`config.mk`:
```
export PLATFORM = sky130hd
export DESIGN_NAME = riscv_core_branch_predictor
export DESIGN_NICKNAME = d
export VERILOG_FILES = /design/src/rtl/riscv_core_pkg.sv /design/src/rtl/riscv_core_sat_counter2.sv /design/src/rtl/riscv_core_branch_predictor.sv
export SDC_FILE = /design/constraint.sdc
export NUM_CORES = 2
export LEC_CHECK = 0
export ABC_AREA = 1
export BUFFER_PORTS_ARGS = -buffer_cell sky130_fd_sc_hd__buf_2
export CORE_MARGIN = 8
export CORE_UTILIZATION = 60
export DETAILED_ROUTE_END_ITERATION = 12
export GPL_ROUTABILITY_DRIVEN = 0
export HOLD_SLACK_MARGIN = 0.06
export PLACE_DENSITY = 0.78
export SLEW_MARGIN = 20
export SYNTH_ARGS = -nofsm -noshare
export SYNTH_HDL_FRONTEND = slang
export SYNTH_SLANG_ARGS = --single-unit
```
`constraint.sdc`:
```
create_clock -name i_clk -period 6 [get_ports i_clk]
set_clock_uncertainty 0.05 [all_clocks]
set_input_delay 1.2 -clock i_clk [delete_from_list [all_inputs] [get_ports i_clk]]
set_output_delay 1.2 -clock i_clk [all_outputs]
set_load 0.005 [all_outputs]
```
`src/rtl/riscv_core_pkg.sv`:
```
// Shared types and constants for the branch predictor: table entry layout and
// 2-bit saturating counter encodings.
package riscv_core_pkg;

  // Entry fields are sized for the largest supported PC/tag widths; narrower
  // instances zero-extend into them.
  localparam int unsigned BpMaxXlen = 64;
  localparam int unsigned BpMaxTagW = 32;

  localparam logic [1:0] SNT = 2'd0;
  localparam logic [1:0] WNT = 2'd1;
  localparam logic [1:0] WT  = 2'd2;
  localparam logic [1:0] ST  = 2'd3;

  typedef struct packed {
    logic                 valid;
    logic [BpMaxTagW-1:0] tag;
    logic [BpMaxXlen-1:0] target;
    logic [1:0]           ctr;
  } bp_entry_t;

endpackage

```
`src/rtl/riscv_core_sat_counter2.sv`:
```
// Next-state logic for a 2-bit saturating direction counter.
module riscv_core_sat_counter2
  import riscv_core_pkg::*;
(
  input  logic [1:0] cnt_i,
  input  logic       taken_i,
  output logic [1:0] cnt_o
);

  always_comb begin
    cnt_o = cnt_i;
    if (taken_i) begin
      if (cnt_i != ST) cnt_o = cnt_i + 2'd1;
    end else begin
      if (cnt_i != SNT) cnt_o = cnt_i - 2'd1;
    end
  end

endmodule

```
`src/rtl/riscv_core_branch_predictor.sv`:
```
// Direct-mapped branch target/direction predictor with one-cycle lookup and
// execute-stage training.
module riscv_core_branch_predictor
  import riscv_core_pkg::*;
#(
  parameter int unsigned XLEN    = 64,
  parameter int unsigned ENTRIES = 16,
  parameter int unsigned TAG_W   = 12
) (
  input  logic            i_clk,
  input  logic            i_rst_n,
  input  logic            i_bp_req_valid,
  input  logic [XLEN-1:0] i_bp_req_pc,
  input  logic            i_bp_stall,
  input  logic            i_bp_flush,
  output logic            o_bp_pred_valid,
  output logic            o_bp_pred_taken,
  output logic [XLEN-1:0] o_bp_pred_target,
  input  logic            i_bp_upd_valid,
  input  logic [XLEN-1:0] i_bp_upd_pc,
  input  logic            i_bp_upd_taken,
  input  logic [XLEN-1:0] i_bp_upd_target,
  input  logic            i_bp_upd_mispredict,
  output logic [31:0]     o_bp_mispredict_cnt
);

  localparam int unsigned IdxW = $clog2(ENTRIES);

  bp_entry_t table_q [ENTRIES];
  bp_entry_t table_d [ENTRIES];

  logic [IdxW-1:0]  req_idx, upd_idx;
  logic [TAG_W-1:0] req_tag, upd_tag;
  bp_entry_t        rd_entry, upd_entry;
  logic             req_hit, upd_hit;
  logic [1:0]       upd_ctr;

  logic            pred_valid_q, pred_taken_q;
  logic [XLEN-1:0] pred_target_q, pred_target_d;
  logic            pred_taken_d;
  logic [31:0]     mispredict_cnt_q, mispredict_cnt_d;

  // Index starts at bit 1 so halfword-aligned compressed branches get their own entry.
  assign req_idx = i_bp_req_pc[IdxW:1];
  assign req_tag = i_bp_req_pc[IdxW+TAG_W:IdxW+1];
  assign upd_idx = i_bp_upd_pc[IdxW:1];
  assign upd_tag = i_bp_upd_pc[IdxW+TAG_W:IdxW+1];

  logic unused_upd_pc;
  assign unused_upd_pc = ^{i_bp_upd_pc[XLEN-1:IdxW+TAG_W+1], i_bp_upd_pc[0]};

  assign rd_entry  = table_q[req_idx];
  assign upd_entry = table_q[upd_idx];
  assign req_hit   = rd_entry.valid && (rd_entry.tag == BpMaxTagW'(req_tag));
  assign upd_hit   = upd_entry.valid && (upd_entry.tag == BpMaxTagW'(upd_tag));

  riscv_core_sat_counter2 u_sat_counter2 (
    .cnt_i   (upd_entry.ctr),
    .taken_i (i_bp_upd_taken),
    .cnt_o   (upd_ctr)
  );

  always_comb begin
    table_d = table_q;
    if (i_bp_upd_valid) begin
      if (upd_hit) begin
        table_d[upd_idx].ctr = upd_ctr;
        if (i_bp_upd_taken) table_d[upd_idx].target = BpMaxXlen'(i_bp_upd_target);
      end else if (i_bp_upd_taken) begin
        table_d[upd_idx].valid  = 1'b1;
        table_d[upd_idx].tag    = BpMaxTagW'(upd_tag);
        table_d[upd_idx].target = BpMaxXlen'(i_bp_upd_target);
        table_d[upd_idx].ctr    = WT;
      end
    end
  end

  // Lookup reads table_q, so a same-cycle update is seen only by later requests.
  always_comb begin
    logic [XLEN-1:0] tgt;
    tgt           = req_hit ? XLEN'(rd_entry.target) : i_bp_req_pc + XLEN'(4);
    pred_taken_d  = req_hit && rd_entry.ctr[1];
    pred_target_d = {tgt[XLEN-1:1], 1'b0};
  end

  always_comb begin
    mispredict_cnt_d = mispredict_cnt_q;
    if (i_bp_upd_valid && i_bp_upd_mispredict && (mispredict_cnt_q != 32'hFFFF_FFFF)) begin
      mispredict_cnt_d = mispredict_cnt_q + 32'd1;
    end
  end

  always_ff @(posedge i_clk) begin
    if (!i_rst_n) begin
      for (int i = 0; i < int'(ENTRIES); i++) begin
        table_q[i] <= '{valid: 1'b0, tag: '0, target: '0, ctr: WNT};
      end
      pred_valid_q     <= 1'b0;
      pred_taken_q     <= 1'b0;
      pred_target_q    <= '0;
      mispredict_cnt_q <= '0;
    end else begin
      table_q          <= table_d;
      mispredict_cnt_q <= mispredict_cnt_d;
      if (i_bp_flush) begin
        pred_valid_q <= 1'b0;
      end else if (!i_bp_stall) begin
        pred_valid_q <= i_bp_req_valid;
        if (i_bp_req_valid) begin
          pred_taken_q  <= pred_taken_d;
          pred_target_q <= pred_target_d;
        end
      end
    end
  end

  assign o_bp_pred_valid     = pred_valid_q;
  assign o_bp_pred_taken     = pred_taken_q;
  assign o_bp_pred_target    = pred_target_q;
  assign o_bp_mispredict_cnt = mispredict_cnt_q;

endmodule

```
---- After elaboration in Yosys (flattened, before gate mapping) ----
Index checks and enable logic that the tools add are counted.
word-level totals
  logic and storage cells ................. 122
  register bits after elaboration ......... 1681
  memories kept ........................... 0
  memory bits (read-only) ................. 0
  latch bits .............................. 0
  output and inout port bits .............. 98
  bits in writable memories ............... 0
cells by class
  muxes and demuxes ....................... 27
  multipliers ............................. 0
  shift-type cells ........................ 0
  divide/modulo/power cells ............... 0
  bitwise logic cells ..................... 5
  order comparisons ....................... 3
  equal/unequal tests ..................... 4
  add/sub/neg operators ................... 4
  reductions and logical operators ........ 11
operators with widths
  cell                     count
  $bwmux W1584             6
  $mux W1584               3
  $demux W99 S4            4
  $bmux W99 S4             2
  $mux W99                 5
  $mux W98                 1
  $mux W66                 1
  $add A64 B3 Y64 const B  1
  $eq A32 B12 Y1           2
  $mux W64                 1
  $add A32 B1 Y32 const B  1
  $ne A32 B32 Y1 const B   1
  $ge A5 B5 Y1 const B     2
  $not A4 Y5               2
  $mux W2                  4
  $logic_and A1 B1 Y1      6
  $lt A5 B1 Y1 const B     1
  $reduce_bool A2 Y1       2
  $not A1 Y1               3
  $reduce_and A3 Y1        1
  $add A2 B1 Y2 const B    1
  $ne A2 B2 Y1 const B     1
  $reduce_and A2 Y1        1
  $reduce_or A2 Y1         1
  $sub A2 B1 Y2 const B    1

---- Longest topological paths before layout ----
  depth in word-level cells ............... 11
  depth in mapped cells ................... 22

---- Cells and area by module ----
Synthesis repeated with hierarchy kept, for this count alone.
unflattened totals
  cell total of the unflattened synthesis .. 9534
  area total of the unflattened synthesis .. 63390.8 sq um
by module, submodules not included
  module                       cells each  instances  area an instance (sq um)
  riscv_core_branch_predictor  9528        1          63365.8
  riscv_core_sat_counter2      6           1          25.0

---- Worst setup path after synthesis ----
No wires, ideal clock.
  kind .................................... input-to-reg
  start point ............................. in i_bp_req_pc[1]
  end point ............................... reg pred_target_q[40] (netlist: o_bp_pred_target[40])
  stages .................................. 21
  slack ................................... 2806 ps
  buffers on the path ..................... 5
  arrival ................................. 3035 ps
  setup time .............................. 109 ps
  cells stage by stage .................... buf_6 buf_6 buf_2 o211ai_1 nand2_1 nand2_1 nand2_1 clkinv_1 nand2_1 nand2_1 nand2_1 nor2_1 nand2_1 nor2_4 nand2_1 buf_6 buf_2 nand2_1 nand3_1 nand2_1 inv_1
on the way
  cells in the longest elaborated chain, start to end .. 7
RTL lines
  what                                          RTL line                            RTL
  start, declared                               riscv_core_branch_predictor.sv:13   input logic [XLEN-1:0] i_bp_req_pc,
  $not A4 Y5 (not written as such)              riscv_core_branch_predictor.sv:52   assign rd_entry = table_q[req_idx];
  $bmux W99 S4                                  riscv_core_branch_predictor.sv:52
  $mux W99 (not written as such) (2 in series)  riscv_core_branch_predictor.sv:52
  $eq A32 B12 Y1                                riscv_core_branch_predictor.sv:54   assign req_hit = rd_entry.valid && (rd_entry.tag == BpMaxTagW'(req_tag));
  $logic_and A1 B1 Y1                           riscv_core_branch_predictor.sv:54
  $mux W64 *                                    riscv_core_branch_predictor.sv:81   tgt = req_hit ? XLEN'(rd_entry.target) : i_bp_req_pc + XLEN'(4);
  end signal, assigned                          riscv_core_branch_predictor.sv:111  pred_target_q <= pred_target_d;
  end, declared                                 riscv_core_branch_predictor.sv:39   logic [XLEN-1:0] pred_target_q, pred_target_d;
Mark *: on every way between the ends. The rest lies on a longest branch, timed or not. The select of a mux whose other input is x is not followed.
A chain may end at the register's enable or synchronous reset.

---- Final worst setup path ----
  start point ............................. in i_bp_req_pc[2]
  end point ............................... reg pred_target_q[13] (netlist: o_bp_pred_target[13])
The elaborated chain is that of the path after synthesis.

==> results.ini <==
[route]
final_antenna_net_count=0
drc=0
avgViaCountPerCell=6.18
wire_per_inst_um=21.8
vias=66200
totalWireLength_um=233000
first_iter_violations=8940
dr.pass1.iters=8

[yosys]
yosysSeqAreaShare_pct=42.5
synth-warning-count=0
synth_edf_count=0
async_flop_share_pct=0
netlist_area_mm2=0.0634
syn_nets=9681
synth_flop_cell=dfxtp_1
ys_seq_elements=1345
syn_area_per_cell_um2=6.68
syn_inst=9479
synth_cell_types=52

[clock_tree]
insertion_delay_ns=0.80
post-cts-setup-buffers=0
cts_hold_buf=0
cts_max_path_buffers=3
clkTransAtPathRegs_ns=0.06
cts_tree=done
cts_buffers=143
root_buffer=clkbuf_16
cts_resized=0
htreeDepth=4
clock_sinks=1345

[place]
dp_hpwl_um=128000
io_buffer_count=246

[cells_and_area]
regArea_mm2=0.0269
layout_commonest_cell=nand2_1
mostFrequentLayoutCells=2622 x nand2_1, 1420 x a21oi_1, 1345 x dfxtp_1
fillers=9271
multi_input_area_mm2=0.0312
fin_util_pct=65.8
synthToLayoutAreaGrowth_pct=8.97
drive_gt1_share_pct=6.99
final_nets=9392

[power]
peakVddDrop_mv=0.249
p_leak_nw=25.7
powerDensity_mw_per_mm2=288

[global_routing]
track_usage_pct=37.7
antenna_found_initial=27
grt_max_degree=212
grt_pass1_wl_um=349000
top_usage_layer=met2
grt_pass1_vias=60300
grt.met1_usage_pct=45.8
grt-ovfl-total=0
met2_usage_pct=57.6
use_met3_pct=10.5

[critical_path]
path_cells=buf_8, inv_8, nand3_1, o21ai_0, nand2_1, nand2_1, inv_1, nand3_1, nand2_1, nor2_1, nand2_1, nor2_2, nand2_2, inv_2, nand2_1, nand3_1, nand2_1, inv_1
worstPathArrival_ns=4.91
rrSetupSlack_ns=2.75
max_stage_delay_ns=0.56
setup.worst_path.end_class=register
critPathRequiredTime_ns=6.66
cp_common_cell=nand2_1
path_max_fanout=88
worstSetupPathType=input port to register
cp-start-kind=input port
crit_slowest_cell=inv_8

[die]
io_pins=298
die_area_mm2=0.116
rows=119
initial_core_util_pct=60.4
die_h_um=341
dieWidth_um=341
core_region_area_mm2=0.105

[sta]
max_freq_mhz=236
rsz0062_at_grt=false
setup_viol=0
finalHoldViolCount=0
worst_pin_slew_ns=1.27
drv_slew=0
fin_setup_tns_ns=0
min_period_over_period_pct=70.7
slew_headroom_pct=14.8
period_minus_slack_ns=4.24

[run]
cap_viol_max_count=0

[status]
outcome=completed

[worst_hold_path]
worstHoldPathType=register to register

[kinds of logic after synthesis]
| logic type | count (synthesis) | synth area share [%] |
|---|---|---|
| simple gates | 3884 | 24.1 |
| buf+inv | 1357 | 8.66 |
| flops | 1345 | 42.5 |
| fa+ha+maj | 2 | 0.0395 |
| other cells | 1 | 0.00592 |
| compound gates | 2828 | 23.8 |
| xor+xnor | 62 | 0.857 |
[metrics by stage]
stage          cell area (µm²)  setup WS (ns)  hold slack, ns  cells  total power, mW
2_1_floorplan            63400           2.81           0.370   9479             10.4
3_3_place_gp             64300           1.19           0.380  10400             11.0
3_5_place_dp             64300           1.18           0.384  10400             11.1
4_1_cts                  69000           1.95           0.393  10700             19.8
5_1_grt                  69000           1.54           0.404  10700             20.3
6_report                 69000           1.76           0.392  10700             19.9
[flip-flops by register name, summed over array words and instances (netlist names)]
register	cells
o_bp_mispredict_cnt	32
o_bp_pred_taken	1
o_bp_pred_target	63
o_bp_pred_valid	1
table_q	1248
[metal layers]
metal,vias up,part of all wire (%)
met4,12,8.0
met3,1094,13
met5,-,0.034
met2,4317,43
li1,30500,-
met1,30300,36
[final timing paths]
path | start | end | depth (start not counted)
min | table_q[407] | table_q[407] | 2
max reg2reg | table_q[661] | o_bp_pred_target[13] | 18
min reg2reg | table_q[407] | table_q[407] | 2
max | i_bp_req_pc[2] | o_bp_pred_target[13] | 18
[layout make-up]
| class | count | area share [%] |
|---|---|---|
| well taps | 1391 | 2.52 |
| repair buffers | 354 | 3.32 |
| clock buffers | 214 | 6.04 |
| diodes | 20 | 0.0725 |
| multi-input cells | 6777 | 45.2 |
| inverters | 569 | 3.13 |
| clock inverters | 42 | 0.734 |
| flip-flops and latches | 1345 | 39.0 |
[critical path: cells and delay by family]
kind,cells,cell delay (ns)
buffers and inverters,5,1.41
AO/OA/AOI/OAI,1,0.12
AND/OR/NAND/NOR,12,2.02
[power breakdown]
part / internal [mW] / total, mW / leakage, nW / switching [mW]
registers: 9.03 / 9.08 / 10.9 / 0.0502
logic: 0.457 / 1.87 / 12.6 / 1.42
clock network: 5.13 / 8.90 / 2.30 / 3.77
[cell usage after synthesis, drive strengths merged, types with 3 or more instances]
| master | n | area, µm² |
|---|---|---|
| and3 | 3 | 18.8 |
| a22o | 14 | 123 |
| a311oi | 3 | 26.3 |
| o211ai | 98 | 736 |
| o21a | 49 | 368 |
| a21boi | 6 | 45.0 |
| nand2 | 2656 | 10000 |
| inv | 565 | 2120 |
| o21bai | 10 | 75.1 |
| clkinv | 4 | 15.0 |
| nor2 | 811 | 3090 |
| buf | 195 | 1120 |
| nand4 | 24 | 150 |
| a211oi | 10 | 75.1 |
| o21ai | 1002 | 5010 |
| o221ai | 48 | 420 |
| a22oi | 16 | 120 |
| o22ai | 126 | 788 |
| dfxtp | 1345 | 26900 |
| nor4 | 8 | 50.1 |
| xor2 | 51 | 447 |
| a31oi | 17 | 106 |
| nand3 | 320 | 1600 |
| clkbuf | 593 | 2230 |
| a21oi | 1420 | 7110 |
| xnor2 | 11 | 96.3 |
| nor3b | 3 | 22.5 |
| nor3 | 54 | 275 |
Note: power is estimated with default switching activity, not from simulation.
